### config.mk
export PLATFORM = sky130hd
export DESIGN_NAME = mem_bus_arbiter
export DESIGN_NICKNAME = d
export VERILOG_FILES = /design/src/rtl/mem_bus_arbiter_pkg.sv /design/src/rtl/mem_bus_arbiter_arb_pick.sv /design/src/rtl/mem_bus_arbiter.sv
export SDC_FILE = /design/constraint.sdc
export NUM_CORES = 1
export LEC_CHECK = 0
export BUFFER_PORTS_ARGS = -buffer_cell sky130_fd_sc_hd__buf_2
export CAP_MARGIN = 0
export CORE_AREA = 2 2 180 182
export DETAILED_ROUTE_END_ITERATION = 6
export DIE_AREA = 0 0 182 184
export GPL_TIMING_DRIVEN = 0
export PLACE_DENSITY = 0.43
export SLEW_MARGIN = 20
export SYNTH_ARGS = -nofsm -noshare
export SYNTH_HDL_FRONTEND = slang
export SYNTH_SLANG_ARGS = --single-unit
### constraint.sdc
create_clock -name clk -period 1.7 [get_ports clk]
set_clock_uncertainty 0.1 [all_clocks]
set_input_delay 0.085 -clock clk [delete_from_list [all_inputs] [get_ports clk]]
set_output_delay 0.085 -clock clk [all_outputs]
set_load 0.02 [all_outputs]
### src/rtl/mem_bus_arbiter_pkg.sv
// mem_bus_arbiter_pkg: shared bus types, size/len/burst encodings and the starvation-counter width helper
package mem_bus_arbiter_pkg;
    localparam int ADDR_W = 32;
    localparam int DATA_W = 64;
    localparam int STRB_W = DATA_W / 8;
    typedef logic [ADDR_W-1:0] addr_t;
    typedef logic [DATA_W-1:0] word_t;
    typedef logic [STRB_W-1:0] strobe_t;
    typedef enum logic [2:0] {
        MSIZE1 = 3'd0,
        MSIZE2 = 3'd1,
        MSIZE4 = 3'd2,
        MSIZE8 = 3'd3
    } msize_t;
    typedef enum logic [7:0] {
        MLEN1  = 8'd0,
        MLEN2  = 8'd1,
        MLEN4  = 8'd3,
        MLEN8  = 8'd7,
        MLEN16 = 8'd15
    } mlen_t;
    typedef enum logic [1:0] {
        AXI_BURST_FIXED = 2'd0,
        AXI_BURST_INCR  = 2'd1,
        AXI_BURST_WRAP  = 2'd2
    } axi_burst_t;
    typedef enum logic {
        OWN_I = 1'b0,
        OWN_D = 1'b1
    } owner_t;
    typedef struct packed {
        logic  valid;
        addr_t addr;
    } ibus_req_t;
    typedef struct packed {
        logic  addr_ok;
        logic  data_ok;
        word_t data;
    } ibus_resp_t;
    typedef struct packed {
        logic    valid;
        addr_t   addr;
        msize_t  size;
        strobe_t strobe;
        word_t   data;
    } dbus_req_t;
    typedef struct packed {
        logic  addr_ok;
        logic  data_ok;
        word_t data;
    } dbus_resp_t;
    typedef struct packed {
        logic       valid;
        logic       is_write;
        msize_t     size;
        addr_t      addr;
        strobe_t    strobe;
        word_t      data;
        mlen_t      len;
        axi_burst_t burst;
    } cbus_req_t;
    typedef struct packed {
        logic  ready;
        logic  last;
        word_t data;
    } cbus_resp_t;
    function automatic int starve_w(input int limit);
        return (limit < 1) ? 1 : $clog2(limit + 1);
    endfunction
endpackage

### src/rtl/mem_bus_arbiter_arb_pick.sv
// mem_bus_arbiter_arb_pick: combinational winner selection between fetch and data requesters
//   ivalid/dvalid  request valids of ibus/dbus
//   starve_cnt     consecutive dbus grants taken while ibus was waiting
//   grant_valid    some requester wants the bus
//   winner         OWN_D unless ibus is alone or starved
module mem_bus_arbiter_arb_pick
    import mem_bus_arbiter_pkg::*;
#(
    parameter int STARVE_LIMIT = 4,
    parameter int SW = starve_w(STARVE_LIMIT)
) (
    input  logic          ivalid,
    input  logic          dvalid,
    input  logic [SW-1:0] starve_cnt,
    output logic          grant_valid,
    output owner_t        winner
);
    assign grant_valid = ivalid | dvalid;
    assign winner = (dvalid && !(ivalid && starve_cnt == SW'(STARVE_LIMIT))) ? OWN_D : OWN_I;
endmodule

### src/rtl/mem_bus_arbiter.sv
// mem_bus_arbiter: shares the memory-side bus between fetch (ibus) and data (dbus), one single-beat transaction at a time
//   clk, reset  clock and asynchronous active-low reset
//   ireq/iresp  fetch port request/response
//   dreq/dresp  data port request/response
//   creq/cresp  memory-side request (registered) and response
module mem_bus_arbiter
    import mem_bus_arbiter_pkg::*;
#(
    parameter int STARVE_LIMIT = 4
) (
    input  logic       clk,
    input  logic       reset,
    input  ibus_req_t  ireq,
    output ibus_resp_t iresp,
    input  dbus_req_t  dreq,
    output dbus_resp_t dresp,
    output cbus_req_t  creq,
    input  cbus_resp_t cresp
);
    localparam int SW = starve_w(STARVE_LIMIT);
    localparam logic [SW-1:0] LIMIT = SW'(STARVE_LIMIT);
    typedef enum logic {IDLE, BUSY} state_t;
    state_t        state;
    owner_t        owner;
    owner_t        winner;
    logic [SW-1:0] starve_cnt;
    logic          grant_valid;
    logic          done;
    cbus_req_t     grant_req;
    mem_bus_arbiter_arb_pick #(
        .STARVE_LIMIT(STARVE_LIMIT),
        .SW(SW)
    ) u_pick (
        .ivalid(ireq.valid),
        .dvalid(dreq.valid),
        .starve_cnt(starve_cnt),
        .grant_valid(grant_valid),
        .winner(winner)
    );
    always_comb begin
        grant_req = '0;
        grant_req.valid = 1'b1;
        grant_req.is_write = (winner == OWN_D) ? |dreq.strobe : 1'b0;
        grant_req.size = (winner == OWN_D) ? dreq.size : MSIZE8;
        grant_req.addr = (winner == OWN_D) ? dreq.addr : ireq.addr;
        grant_req.strobe = (winner == OWN_D) ? dreq.strobe : '0;
        grant_req.data = (winner == OWN_D) ? dreq.data : '0;
        grant_req.len = MLEN1;
        grant_req.burst = AXI_BURST_FIXED;
    end
    // completion is only honoured while a transaction is outstanding
    assign done = (state == BUSY) && cresp.ready && cresp.last;
    always_comb begin
        iresp.addr_ok = done && (owner == OWN_I);
        iresp.data_ok = done && (owner == OWN_I);
        iresp.data = cresp.data;
        dresp.addr_ok = done && (owner == OWN_D);
        dresp.data_ok = done && (owner == OWN_D);
        dresp.data = cresp.data;
    end
    always_ff @(posedge clk or negedge reset) begin
        if (!reset) begin
            state <= IDLE;
            owner <= OWN_I;
            starve_cnt <= '0;
            creq <= '0;
        end else if (state == IDLE) begin
            if (grant_valid) begin
                state <= BUSY;
                owner <= winner;
                creq <= grant_req;
                starve_cnt <= (winner == OWN_D && ireq.valid) ? ((starve_cnt == LIMIT) ? LIMIT : starve_cnt + 1'b1) : '0;
            end
        end else if (done) begin
            state <= IDLE;
            creq.valid <= 1'b0;
        end
    end
endmodule

==> out/qor.yml <==
outcome: "finished, violations left"
violations: "setup timing"
arrival_ns: 1.89
final_util: 0.336
antenna_found_initial: 0
first_pass_iters: 4
r2r-start: "starve_cnt[0]$_DFFE_PN0P_"
wl_per_cell_um: 15.2
setup_tns_ns: -0.00264
relSlewSlack: 0.622
drive_gt1_frac: 0.576
ys_seq_elements: 114
setup_violations: 1
cts.clk_slew.worst_paths_ns: 0.07
timing.final.max_slew_violations: 0
place.gp.congestion: 0.714
fin_crit_ns: 1.70
drt_wl_total_mm: 22.8
ys_warn_count: 0
cp-end-kind: "flop"
layout_setup_ws_ns: -0.00264
cts_tree: "done"
rsz0062_at_grt: "yes"
crit_chain: "inv_2 > ha_4 > nand3_4 > and3b_2 > buf_12 > buf_6 > a22o_1"
holdPathStages: 4
cts_num_sinks: 114
worstSkewPairLatency_ns: 0.42
grtUsageTotal: 0.131
dieWidth_um: 182
drv_cap: 0
required_ns: 1.89
hold_start: "ireq[32]"
tightestPinTransition_ns: 0.567
avgSynthCellArea_sq_um: 11.1
hold_viol_final: 0
hpwl_mm: 16.7
synth_area_sq_um: 5850
reg2reg_depth: 7
area_delta_synth_final_pct: 80.2
crit_start: "starve_cnt[0]$_DFFE_PN0P_"
fin_nets: 1303
crit_slowest_cell: "dfrtp_1"
hold_class: "in -> reg"
core_sq_um: 31400
path_max_fanout: 10
viasPerCell: 3.96
grt-ovfl-total: 0
max_stage_delay_ns: 0.38
synth_cells: 528
synth_cell_types: 32
ys_seq_area_frac: 0.488
dr.first_iter.drc_count: 123
htree_levels: 4
initial_core_util: 0.186
diodes: 0
ios: 460
port_buffers: 385
worstSetupPathType: "reg -> reg"
vias: 5969
root_buffer: "clkbuf_16"
start_kind: "flop"
grt_max_degree: 62
cts_made_buffers: 17
die_area_sq_um: 33500
grt_pass1_wl_mm: 33.9
clockBufferDepth: 2
max_freq_mhz: 587
power.density_nw_per_um2: 1030
period_share: 1.00
drtAntennaViolNets: 0
grt_pass1_vias: 6122
power.leakage_nw: 5.52
row_count: 65
ir_drop_mv: 0.607
dieHeight_um: 184
drc: 0
==> flip-flops by register name (all words and copies together), names as in the netlist <==
name / count
creq: 109
owner: 1
state: 1
starve_cnt: 3
==> final cells by class <==
type | count | area (sq um)
inverter | 3 | 11.3
sequential | 114 | 2850
clock inverter | 13 | 154
clock buffer | 19 | 443
multi-input combinational | 241 | 1740
fill | 3254 | 20900
tap | 402 | 503
timing repair buffer | 538 | 3480
buffer | 177 | 1350
==> metrics by stage <==
stage	power [W]	setup slack, ns	cell area [sq um]	instances	hold slack (ns)
5_1_grt	0.0115	-0.0377	10500	1507	0.102
6_report	0.0109	-0.00264	10500	1507	0.0774
2_1_floorplan	0.00560	0.103	5880	537	-0.311
3_5_place_dp	0.00690	-0.246	8350	1325	-0.0410
3_3_place_gp	0.00690	-1.26	8310	1324	0.204
4_1_cts	0.0111	-0.000623	10500	1506	0.0527
==> logic make-up (layout without fill, tap and decap cells) <==
| family | Yosys count | after routing | synth area share |
|---|---|---|---|
| compound gates | 118 | 118 | 0.193 |
| fa+ha+maj | 2 | 2 | 0.00428 |
| buf+inv | 182 | 750 | 0.224 |
| flops | 114 | 114 | 0.488 |
| other cells | 1 | 10 | 0.000642 |
| simple gates | 111 | 111 | 0.0897 |
==> worst max-delay path, delay by kind of cell, from the launching register on <==
family / cells / cell delay [ns]
AO/OA/AOI/OAI: 1 / 0.18
buffers and inverters: 3 / 0.39
adder cells (fa/ha/maj): 1 / 0.15
AND/OR/NAND/NOR: 2 / 0.35
flip-flops: 1 / 0.38
==> synthesized netlist by cell type (all sizes together) <==
cell | n | area, sq um
inv | 3 | 11.3
a211o | 1 | 8.76
nand4 | 32 | 200
nor2 | 4 | 15.0
ha | 2 | 25.0
o22a | 2 | 17.5
o21ba | 1 | 10.0
nor4 | 2 | 12.5
a21oi | 1 | 5.00
o22ai | 1 | 6.26
a22o | 74 | 648
and2 | 1 | 6.26
buf | 169 | 1260
nand3b | 1 | 7.51
conb | 1 | 3.75
a41o | 1 | 10.0
nor3b | 1 | 7.51
o211ai | 32 | 390
o21a | 1 | 7.51
o21ai | 2 | 10.0
clkbuf | 10 | 37.5
nand2 | 67 | 251
o21bai | 1 | 7.51
nand3 | 2 | 15.0
o31a | 1 | 8.76
dfrtp | 114 | 2850
and3b | 1 | 8.76
==> routing by layer <==
layer	vias up	wire, um	track usage
met5	-	0	0
met4	0	349	0.0377
met3	18	1600	0.0363
met2	285	11400	0.231
met1	2811	9500	0.156
li1	2855	-	-
==> power by group <==
part           leakage (nW)  switching (W)  total (W)  internal [W]
Combinational          3.80        0.00198    0.00358       0.00160
Sequential             1.44       0.000323    0.00360       0.00328
Clock                 0.278        0.00147    0.00370       0.00222
==> path summary, 6_finish.rpt <==
kind	to	slack (ns)
worst max-delay path	creq[58]$_DFFE_PN0P_	-0.003
worst min-delay path	owner$_DFFE_PN0P_	0.08
worst max register to register	creq[58]$_DFFE_PN0P_	-0.003
worst min register to register	creq[89]$_DFFE_PN0P_	0.38
max in group asynchronous	creq[92]$_DFFE_PN0P_	0.74
min in group asynchronous	creq[37]$_DFFE_PN0P_	0.09
==> layout by cell type (no fill, tap or decap), types with 2 or more instances in the layout <==
master         Yosys  final
buf_6             10      6
a22o_1            74     74
dlygate4sd3_1      0    143
clkbuf_4           0      6
buf_2             18    396
bufinv_16          0      2
clkinvlp_4         0      4
nor2_1             4      4
inv_2              1      2
clkinv_4           0      5
nand2_1           67     67
o211ai_1           2      2
o21ai_1            2      2
conb_1             1     10
buf_8              0      4
dfrtp_1          114    113
o22a_1             2      2
clkbuf_1          10      4
clkbuf_2           0      2
clkbuf_16          0     17
buf_12             0      3
nand4_1           32     32
nor4_1             2      2
o211ai_2          30     30
buf_4            141    151
==> repair_timing <==
item / 4_1_cts / 5_1_grt
buffers inserted: 7 / 2
resized for setup: 16 / 21
pin swaps: 2 / 1
setup endpoints to repair: 110 / 96
hold buffers: 143 / 0
hold endpoints to repair: 227 / 0
No activity file was read; power rests on OpenSTA's default activity.
